===== config.mk =====
export PLATFORM = sky130hd
export DESIGN_NAME = aes_job_arbiter_flat
export DESIGN_NICKNAME = d
export VERILOG_FILES = /design/src/rtl/aes_pkg.sv /design/src/rtl/aes_job_arbiter_if.sv /design/src/rtl/rr_arbiter.sv /design/src/rtl/aes_job_arbiter.sv /design/src/flat_wrapper.sv
export SDC_FILE = /design/constraint.sdc
export NUM_CORES = 1
export LEC_CHECK = 0
export CAP_MARGIN = 10
export CORE_AREA = 2 2 612 614
export CTS_BUF_LIST = sky130_fd_sc_hd__clkbuf_16
export DETAILED_ROUTE_END_ITERATION = 7
export DIE_AREA = 0 0 614 616
export MAX_ROUTING_LAYER = met4
export SKIP_LAST_GASP = 1
export SYNTH_ARGS = -nofsm -noshare
export SYNTH_HDL_FRONTEND = slang
export SYNTH_SLANG_ARGS = --single-unit
export TNS_END_PERCENT = 10

===== constraint.sdc =====
create_clock -name clk -period 3.8 [get_ports clk]
set_input_delay 0.95 -clock clk [delete_from_list [all_inputs] [get_ports clk]]
set_output_delay 0.95 -clock clk [all_outputs]
set_load 0.1 [all_outputs]

===== src/rtl/aes_pkg.sv =====
// Shared definitions for the AES job arbiter: FSM encoding, datapath width
// and the default per-job timeout.
package aes_pkg;

    // AES-128 block and key width.
    localparam int AES_W = 128;

    // Default number of cycles a job may spend waiting for core_done.
    localparam int DEF_TIMEOUT_CYC = 64;

    // Job sequencing states.
    typedef enum logic [2:0] {
        ST_IDLE    = 3'd0,
        ST_ISSUE   = 3'd1,
        ST_WAIT    = 3'd2,
        ST_RELEASE = 3'd3,
        ST_RESP    = 3'd4
    } arb_state_t;

endpackage


===== src/rtl/aes_job_arbiter_if.sv =====
// Bundle of requester, result and core-side signals of the AES job arbiter.
// The slave modport is the arbiter's view; the master modport is the view of
// the surrounding system (requesters, result consumer and the AES core).
interface aes_job_arbiter_if #(
    parameter int NUM_REQ = 4
);
    import aes_pkg::*;

    localparam int IW = $clog2(NUM_REQ);

    // Requester side
    logic [NUM_REQ-1:0]       req_valid;
    logic [NUM_REQ-1:0]       req_ready;
    logic [NUM_REQ*AES_W-1:0] req_plaintext;
    logic [NUM_REQ*AES_W-1:0] req_key;

    // Result side
    logic                     res_valid;
    logic                     res_ready;
    logic [AES_W-1:0]         res_data;
    logic [IW-1:0]            res_id;
    logic                     res_err;

    // AES core side
    logic                     core_start;
    logic [AES_W-1:0]         core_plaintext;
    logic [AES_W-1:0]         core_key;
    logic [AES_W-1:0]         core_ciphertext;
    logic                     core_done;

    // Status
    logic                     busy;

    modport slave (
        input  req_valid, req_plaintext, req_key,
        input  res_ready,
        input  core_ciphertext, core_done,
        output req_ready,
        output res_valid, res_data, res_id, res_err,
        output core_start, core_plaintext, core_key,
        output busy
    );

    modport master (
        output req_valid, req_plaintext, req_key,
        output res_ready,
        output core_ciphertext, core_done,
        input  req_ready,
        input  res_valid, res_data, res_id, res_err,
        input  core_start, core_plaintext, core_key,
        input  busy
    );

endinterface


===== src/rtl/rr_arbiter.sv =====
// Round-robin selector: searches the request vector starting at ptr,
// wrapping from NUM_REQ-1 to 0, and returns the first requester found as a
// one-hot grant plus its encoded index. Purely combinational.
module rr_arbiter #(
    parameter  int NUM_REQ = 4,
    localparam int IW      = $clog2(NUM_REQ)
) (
    input  logic [NUM_REQ-1:0] req,
    input  logic [IW-1:0]      ptr,
    output logic [NUM_REQ-1:0] grant,
    output logic [IW-1:0]      idx
);

    logic          found;
    logic [IW-1:0] cand;

    // Walk the requesters in priority order and keep the first hit.
    always_comb begin
        // NOTE: every output of a combinational block gets a default before
        // any conditional assignment, otherwise a latch is inferred.
        grant = '0;
        idx   = '0;
        found = 1'b0;
        cand  = '0;
        for (int i = 0; i < NUM_REQ; i++) begin
            cand = IW'((int'(ptr) + i) % NUM_REQ);
            if (!found && req[cand]) begin
                found       = 1'b1;
                grant[cand] = 1'b1;
                idx         = cand;
            end
        end
    end

endmodule


===== src/rtl/aes_job_arbiter.sv =====
// AES job arbiter: grants one of NUM_REQ requesters round-robin, hands the
// captured plaintext/key to an external AES-128 core, waits for completion
// with a timeout, and presents the ciphertext (or an error) on a
// valid/ready result port.
module aes_job_arbiter
    import aes_pkg::*;
#(
    parameter int NUM_REQ     = 4,
    parameter int TIMEOUT_CYC = DEF_TIMEOUT_CYC
) (
    input  logic         clk,
    input  logic         reset_n,
    aes_job_arbiter_if.slave bus
);

    localparam int             IW       = $clog2(NUM_REQ);
    localparam int             CW       = $clog2(TIMEOUT_CYC);
    localparam logic [CW-1:0]  TMO_LAST = CW'(TIMEOUT_CYC - 1);
    localparam logic [IW-1:0]  LAST_REQ = IW'(NUM_REQ - 1);

    arb_state_t           state;
    logic                 running;
    logic [IW-1:0]        rr_ptr;
    logic [IW-1:0]        rr_idx;
    logic [NUM_REQ-1:0]   rr_grant;
    logic                 grant_fire;
    logic [CW-1:0]        tmo_cnt;
    logic [AES_W-1:0]     pt_q;
    logic [AES_W-1:0]     key_q;
    logic [AES_W-1:0]     res_data_q;
    logic [IW-1:0]        id_q;
    logic                 res_valid_q;
    logic                 res_err_q;
    logic                 core_start_q;
    logic                 busy_q;

    rr_arbiter #(.NUM_REQ(NUM_REQ)) u_rr (
        .req   (bus.req_valid),
        .ptr   (rr_ptr),
        .grant (rr_grant),
        .idx   (rr_idx)
    );

    // The grant must follow req_valid within the same cycle so that a
    // requester dropping its request is never granted; 'running' is a
    // register cleared by reset, which keeps req_ready low while reset_n=0.
    assign grant_fire    = running && (state == ST_IDLE) && (|bus.req_valid);
    assign bus.req_ready = grant_fire ? rr_grant : '0;

    assign bus.res_valid      = res_valid_q;
    assign bus.res_data       = res_data_q;
    assign bus.res_id         = id_q;
    assign bus.res_err        = res_err_q;
    assign bus.core_start     = core_start_q;
    assign bus.core_plaintext = pt_q;
    assign bus.core_key       = key_q;
    assign bus.busy           = busy_q;

    // Job sequencer with registered outputs.
    always_ff @(posedge clk or negedge reset_n) begin
        if (!reset_n) begin
            // NOTE: the operand and result registers are reset too, because
            // their values are visible on output ports during reset.
            state        <= ST_IDLE;
            running      <= 1'b0;
            rr_ptr       <= '0;
            tmo_cnt      <= '0;
            pt_q         <= '0;
            key_q        <= '0;
            res_data_q   <= '0;
            id_q         <= '0;
            res_valid_q  <= 1'b0;
            res_err_q    <= 1'b0;
            core_start_q <= 1'b0;
            busy_q       <= 1'b0;
        end else begin
            // NOTE: state registers use non-blocking assignments so every
            // flop samples the pre-edge values regardless of statement order.
            running <= 1'b1;
            case (state)
                ST_IDLE: begin
                    if (grant_fire) begin
                        pt_q         <= bus.req_plaintext[int'(rr_idx)*AES_W +: AES_W];
                        key_q        <= bus.req_key[int'(rr_idx)*AES_W +: AES_W];
                        id_q         <= rr_idx;
                        rr_ptr       <= (rr_idx == LAST_REQ) ? '0 : rr_idx + IW'(1);
                        core_start_q <= 1'b1;
                        busy_q       <= 1'b1;
                        state        <= ST_ISSUE;
                    end
                end
                ST_ISSUE: begin
                    core_start_q <= 1'b0;
                    tmo_cnt      <= '0;
                    state        <= ST_WAIT;
                end
                ST_WAIT: begin
                    // core_done takes priority over an expiring timeout.
                    if (bus.core_done) begin
                        res_data_q <= bus.core_ciphertext;
                        res_err_q  <= 1'b0;
                        state      <= ST_RELEASE;
                    end else if (tmo_cnt == TMO_LAST) begin
                        res_data_q <= '0;
                        res_err_q  <= 1'b1;
                        state      <= ST_RELEASE;
                    end else begin
                        tmo_cnt <= tmo_cnt + CW'(1);
                    end
                end
                ST_RELEASE: begin
                    res_valid_q <= 1'b1;
                    state       <= ST_RESP;
                end
                ST_RESP: begin
                    if (bus.res_ready) begin
                        res_valid_q <= 1'b0;
                        busy_q      <= 1'b0;
                        state       <= ST_IDLE;
                    end
                end
                default: begin
                    res_valid_q  <= 1'b0;
                    core_start_q <= 1'b0;
                    busy_q       <= 1'b0;
                    state        <= ST_IDLE;
                end
            endcase
        end
    end

endmodule


===== src/flat_wrapper.sv =====
// flat-port wrapper written by rule: the top's interface ports become plain ports
module aes_job_arbiter_flat import aes_pkg::*;
#(
    parameter int NUM_REQ     = 4,
    parameter int TIMEOUT_CYC = DEF_TIMEOUT_CYC
)
  (clk, reset_n, bus_req_valid, bus_req_plaintext, bus_req_key, bus_res_ready, bus_core_ciphertext, bus_core_done, bus_req_ready, bus_res_valid, bus_res_data, bus_res_id, bus_res_err, bus_core_start, bus_core_plaintext, bus_core_key, bus_busy);
  aes_job_arbiter_if #(.NUM_REQ(NUM_REQ)) bus_i ();
  input  logic clk;
  input  logic reset_n;
  input wire logic [$bits(bus_i.req_valid)-1:0] bus_req_valid;
  input wire logic [$bits(bus_i.req_plaintext)-1:0] bus_req_plaintext;
  input wire logic [$bits(bus_i.req_key)-1:0] bus_req_key;
  input wire logic [$bits(bus_i.res_ready)-1:0] bus_res_ready;
  input wire logic [$bits(bus_i.core_ciphertext)-1:0] bus_core_ciphertext;
  input wire logic [$bits(bus_i.core_done)-1:0] bus_core_done;
  output wire logic [$bits(bus_i.req_ready)-1:0] bus_req_ready;
  output wire logic [$bits(bus_i.res_valid)-1:0] bus_res_valid;
  output wire logic [$bits(bus_i.res_data)-1:0] bus_res_data;
  output wire logic [$bits(bus_i.res_id)-1:0] bus_res_id;
  output wire logic [$bits(bus_i.res_err)-1:0] bus_res_err;
  output wire logic [$bits(bus_i.core_start)-1:0] bus_core_start;
  output wire logic [$bits(bus_i.core_plaintext)-1:0] bus_core_plaintext;
  output wire logic [$bits(bus_i.core_key)-1:0] bus_core_key;
  output wire logic [$bits(bus_i.busy)-1:0] bus_busy;
  assign bus_i.req_valid = bus_req_valid;
  assign bus_i.req_plaintext = bus_req_plaintext;
  assign bus_i.req_key = bus_req_key;
  assign bus_i.res_ready = bus_res_ready;
  assign bus_i.core_ciphertext = bus_core_ciphertext;
  assign bus_i.core_done = bus_core_done;
  assign bus_req_ready = bus_i.req_ready;
  assign bus_res_valid = bus_i.res_valid;
  assign bus_res_data = bus_i.res_data;
  assign bus_res_id = bus_i.res_id;
  assign bus_res_err = bus_i.res_err;
  assign bus_core_start = bus_i.core_start;
  assign bus_core_plaintext = bus_i.core_plaintext;
  assign bus_core_key = bus_i.core_key;
  assign bus_busy = bus_i.busy;
  aes_job_arbiter #(.NUM_REQ(NUM_REQ), .TIMEOUT_CYC(TIMEOUT_CYC)) u_core (.clk(clk), .reset_n(reset_n), .bus(bus_i));
endmodule

; After elaboration in Yosys (flattened, before gate mapping)
; Index checks and enable logic that the tools add are counted.
; Widths: inputs -> output; s select.
[classes]
n_reduce_logical = 26
bitwise = 6
order_cmp = 8
eq_ne = 11
n_mux = 46
n_shift = 2
n_addsub = 5
[ops]
columns = op, count
row1 = $shiftx 512x10->128, 2
row2 = $mux 128, 2
row3 = $mux 4, 5
row4 = $mux 1, 15
row5 = $pmux 3 s5, 1
row6 = $lt 2x3->1 const B, 4
row7 = $mux 3, 4
row8 = $mux 6, 2
row9 = $or 4x4->4, 3
row10 = $pmux 6 s2, 1
row11 = $mux 2, 5
row12 = $logic_and 1x1->1, 9
row13 = $reduce_and 3->1, 3
row14 = $reduce_or 3->1, 3
row15 = $bmux 1 s2, 4
row16 = $demux 1 s2, 4
row17 = $ge 2x1->1 const B, 4
row18 = $reduce_and 2->1, 4
row19 = $add 6x1->6 const B, 1
row20 = $eq 3x2->1 const B, 2
row21 = $eq 6x6->1 const B, 1
row22 = $ne 2x2->1 const B, 3
row23 = $pmux 1 s3, 2
row24 = $add 2x1->2 const B, 2
row25 = 12 further kinds, 18
[totals]
output_inout_bits = 394
register_bits = 402
word_cells = 116
inputBits = 1160

; Depth between registers and ports, before layout
[depth]
ltp_word = 14
ltp_mapped = 13
ltp_nobuf = 9

; By module
; Synthesis repeated with hierarchy kept, for this count alone.
[unflattened]
hier_cells = 1706
hier_area_um2 = 23186.0
[modules_own_cells]
columns = mod, cells_per_inst, area_per_inst_um2, seq_area_each_um2, n_inst
row1 = aes_job_arbiter, 1658, 22781.8, 10059.6, 1
row2 = rr_arbiter, 48, 404.1, 0.0, 1

; Worst setup path after synthesis
; OpenSTA, ideal clock, no wires.
[synth_timing]
path_type = in2out
start = in bus_req_valid[3]
end = out bus_req_ready[0]
cell_stages = 7
n_path_buf = 4
required_ns = 2.850
slack_ns = -0.627
arrival_time_ns = 3.477
path_cell_list = buf_2 > o41ai_1 > or4_1 > clkbuf_1 > clkbuf_1 > clkbuf_1 > nor2_1
[synth_via]
elab_chain_len = 13
word_cells_on_any_way = 27
classes_between = mux: 16 / bitwise: 3 / reduce/logical: 8
[synth_rtl]
columns = element, line_no
row1 = start: declaration, flat_wrapper.sv:11  ; input wire logic [$bits(bus_i.req_valid)-1:0] bus_req_valid;
row2 = $bmux 1 s2, rr_arbiter.sv:27  ; if (!found && req[cand]) begin
row3 = $mux 1 (implied by the code), rr_arbiter.sv:27
row4 = $mux 1, rr_arbiter.sv:27
row5 = $logic_not 1->1, rr_arbiter.sv:27
row6 = $logic_and 1x1->1, rr_arbiter.sv:27
row7 = $mux 1, rr_arbiter.sv:27
row8 = $logic_not 1->1, rr_arbiter.sv:27
row9 = $logic_and 1x1->1, rr_arbiter.sv:27
row10 = $mux 1, rr_arbiter.sv:27
row11 = $logic_not 1->1, rr_arbiter.sv:27
row12 = $logic_and 1x1->1, rr_arbiter.sv:27
row13 = $mux 4, rr_arbiter.sv:27
row14 = $mux 4 (*), aes_job_arbiter.sv:48  ; assign bus.req_ready = grant_fire ? rr_grant : '0;
row15 = end: declaration, flat_wrapper.sv:17  ; output wire logic [$bits(bus_i.req_ready)-1:0] bus_req_ready;
; Mark *: on every way between the ends. The rest lies on a longest branch, timed or not. The select of a mux whose other input is x is not followed.

; Worst setup path in the final report
[layout_timing]
start = in bus_req_valid[3]
end = reg u_core.pt_q[121], in the netlist u_core.bus.core_plaintext[121]
[layout_via]
elab_chain_len = 13
word_cells_on_any_way = 25
classes_between = shift: 1 / mux: 15 / reduce/logical: 9
[layout_rtl]
columns = element, line_no
row1 = $bmux 1 s2, rr_arbiter.sv:27
row2 = $mux 1 (implied by the code), rr_arbiter.sv:27
row3 = $mux 1, rr_arbiter.sv:27
row4 = $logic_not 1->1, rr_arbiter.sv:27
row5 = $logic_and 1x1->1, rr_arbiter.sv:27
row6 = $mux 1, rr_arbiter.sv:27
row7 = $logic_not 1->1, rr_arbiter.sv:27
row8 = $logic_and 1x1->1, rr_arbiter.sv:27
row9 = $mux 1, rr_arbiter.sv:27
row10 = $logic_not 1->1, rr_arbiter.sv:27
row11 = $logic_and 1x1->1, rr_arbiter.sv:27
row12 = $mux 2, rr_arbiter.sv:27
row13 = $shiftx 512x10->128, aes_job_arbiter.sv:83  ; pt_q <= bus.req_plaintext[int'(rr_idx)*AES_W +: AES_W];
row14 = end signal: assignment, aes_job_arbiter.sv:83
row15 = end: declaration, aes_job_arbiter.sv:28  ; logic [AES_W-1:0] pt_q;
; Several ways; a longest one is shown, not always the timed one. The select of a mux whose other input is x is not followed.
; A chain may end at the register's enable or synchronous reset.

==> results.tsv <==
stage	metric	value	unit
yosys	yosysTopAreaCell	dfrtp_1	
worst_setup_path	cp-end-kind	register	
yosys	synth_seq_cells	402	
worst_setup_path	cp.required	4.43	ns
drt	drcViolationCount	0	
clock_tree	ctsHoldBuffers	0	
clock_tree	cts_inserted_buffers	60	
placement	placed_cells	9016	
drt	highest_layer	met4	
global_route	antenna_found_initial	344	
drt	routed_wl	334000	um
cells_and_area	synthToLayoutAreaGrowth	110	%
placement	routabilityCongestion	1.05	
drt	firstDrtPassIters	5	
timing	period_share	102	%
run_status	status	finished with violations	
timing	finClkSkew	0.0696	ns
yosys	ys_seq_area_share	43.3	%
worst_setup_path	crit_path_start_kind	input pin	
clock_tree	cts_buffer_depth	3	
drt	drt-met1-wl	125000	um
drt	avgRoutedWirePerCell	35.8	um
power_and_ir_drop	p_leak	19.6	nW
floorplanning	dieHeight	616	um
drt	drtAntennaViolNets	0	
power_and_ir_drop	power_frac_clock	11.3	%
timing	finalMaxSlewViolations	0	
timing	fin_tns_setup	-0.204	ns
worst_setup_path	timing.reg2reg.setup_slack	0	ns
worst_setup_path	crit_type	input pin to register	
global_route	grt_max_degree	112	
power_and_ir_drop	power_density	1170	nW/um^2
cells_and_area	fill_cells	42400	
yosys	syn-instance-count	2508	
yosys	synth_edf_count	0	
yosys	synth.most_common_cell	and3_1	
min_path	hp-class	input pin to asynchronous set/reset pin	
floorplanning	io_pins	1554	
yosys	syn_area_per_cell	9.26	um^2
clock_tree	cts.sinks	402	
drt	vias	31000	
power_and_ir_drop	p_sw_share	62.9	%
floorplanning	start_util	6.26	%
yosys	netlist-cell-type-count	43	
worst_setup_path	cp_data_arrival_time	4.50	ns
timing	hold_viol_final	0	
placement	port_buffers	1553	
timing	whs	0.0954	ns
worst_setup_path	path_buf_inv	6	
clock_tree	cts_tree	yes	
worst_setup_path	cpPeakStageDelay	0.89	ns
cells_and_area	nets	5285	
worst_setup_path	path_common_cell	buf_4	
clock_tree	path_clk_slew	0.07	ns
yosys	synth_commonest_cells	and3_1 (514), a211oi_1 (513), dfrtp_1 (402)	
global_route	grt_pass1_wl	399000	um
floorplanning	core_area	371000	um^2
power_and_ir_drop	ir_drop	0.525	mV
clock_tree	clock_latency	0.81	ns
timing	worst_slack	-0.0758	ns
clock_tree	htreeDepth	2	
drt	wl_met3	35100	um
placement	hpwl	295000	um
yosys	syn-cell-area	23200	um^2
flow_run	drv_cap	0	
timing	fin_crit	3.88	ns
yosys	yosys_warnings	0	
yosys	yosysTopAreaCellShare	43.3	%
yosys	async_reset_ff_share	100	%
clock_tree	cts_root_buf	clkbuf_16	
global_route	track_usage	17.4	%
run_status	violations	negative setup slack	
timing	rsz0062_at_grt	true	
drt	vias_per_cell	3.32	
drt	drtIter0Drc	2790	
worst_setup_path	crit_chain	clkdlybuf4s50_1 > mux4_2 > buf_4 > nor2_1 > o211ai_4 > buf_12 > buf_4 > buf_4 > buf_4 > and3_1 > a211oi_1 > o31ai_1	
global_route	overflow	0	
yosys	synthTopCellsByArea	dfrtp_1 (43%), a211oi_1 (17%), and3_1 (14%)	
power_and_ir_drop	internal_power	21.2	mW
worst_setup_path	cp_top_family	buffers and inverters	
yosys	synth_flop_cell	dfrtp_1	
timing	setup_viol	4	
power_and_ir_drop	p_sw	35.9	mW
global_route	grt_pass1_vias	29400	
power_and_ir_drop	power_frac_comb	75.2	%
floorplanning	fp.dieW	614	um
floorplanning	die-area	378000	um^2
drt	wl_met2	154000	um
yosys	syn_nets	3677	
cells_and_area	layout.cells.non_filler	9322	
cells_and_area	drive_gt1_share	19.2	%
worst_setup_path	cp_slowest_cell	a211oi_1	
timing	max_freq	258	MHz
timing	tightest_slew	1.10	ns
timing	max_slew_margin	26.5	%
floorplanning	num_rows	224	
worst_setup_path	crit_path_max_fanout	33	
power_and_ir_drop	pwr-share-seq	13.5	%
-- power groups by stage --
| stage | sequential [mW] | combinational [mW] | clock (mW) |
|---|---|---|---|
| after global placement | 7.70 | 43.0 | 0 |
| after detailed placement | 7.74 | 43.0 | 0 |
| after CTS | 7.70 | 43.2 | 6.75 |
| after global routing | 7.94 | 44.5 | 6.81 |
| final | 7.73 | 43.0 | 6.45 |
| after floorplan | 21.4 | 10.8 | 0 |
-- cell usage in the layout, fill, tap and decap left out, drive strengths merged, types with 9 or more instances in the layout --
master,instances
nor2,20
o21ai,11
clkbuf,60
a211oi,513
a22o,128
ha,9
bufinv,11
diode,185
and3,514
o31ai,257
clkdlybuf4s50,1212
dfrtp,402
inv,17
nand2,278
buf,655
clkinv,21
-- registers in the layout, indices dropped and copies added (netlist names) --
signal	count
u_core.bus.res_valid	1
u_core.bus.res_err	1
u_core.bus.core_key	128
u_core.bus.res_data	128
u_core.tmo_cnt	6
u_core.bus.core_plaintext	128
u_core.bus.busy	1
u_core.running	1
u_core.bus.res_id	2
u_core.state	3
u_core.bus.core_start	1
u_core.rr_ptr	2
-- layout make-up --
type                       instances  area, um^2  area share (%)
timing repair buffer            1868       17800            36.5
multi-input combinational       1781       12000            24.7
sequential                       402       10100            20.6
tap                             4972        6220            12.8
clock buffer                      60        1500            3.08
clock inverter                    51         632            1.30
antenna                          185         463           0.950
inverter                           3        18.8          0.0385
-- cells by family (layout without fill, tap and decap cells) --
logic type | Yosys count | count (layout) | share of synthesized area (%)
adders and majority gates | 9 | 9 | 0.485
and+or+nand+nor | 832 | 832 | 19.2
muxes | 8 | 8 | 0.469
AOI/OAI and AO/OA | 928 | 928 | 30.7
xor gates and xnor gates | 3 | 3 | 0.113
buffers and inverters | 325 | 1982 | 5.70
DFF | 402 | 402 | 43.3
other | 1 | 186 | 0.0161
-- layer usage --
metal	vias up	global-route usage [%]
met1	15200	19.0
li1	13200	-
met4	0	8.37
met2	1976	27.7
met5	-	-
met3	630	6.75
-- worst paths after layout --
path,startpoint,to,cells after the start
max in group asynchronous,reset_n,u_core.bus.core_plaintext[123],3
worst min register to register,u_core.bus.core_plaintext[119],u_core.bus.core_plaintext[119],2
worst min-delay path,reset_n,u_core.bus.res_err,1
worst max register to register,u_core.rr_ptr[0],u_core.bus.core_plaintext[121],13
min in group clk,u_core.bus.core_plaintext[119],u_core.bus.core_plaintext[119],2
worst max-delay path,bus_req_valid[3],u_core.bus.core_plaintext[121],12
-- stage by stage --
stage          util (%)  power [mW]  worst slack [ns]  area, um^2
6_report           13.1        57.1           -0.0758       48700
5_1_grt            13.1        59.3            -0.121       48700
4_1_cts            13.0        57.6           -0.0787       48200
3_5_place_dp       12.4        50.7            -0.889       46000
3_3_place_gp       12.4        50.7             -1.11       46000
2_1_floorplan         -        32.2            -0.209       23200
-- repair_timing --
item	4_1_cts	5_1_grt
buffers inserted	6	4
resized for setup	14	4
setup endpoints to repair	5	4
pin swaps	1	5
No activity file was read; power rests on OpenSTA's default activity.
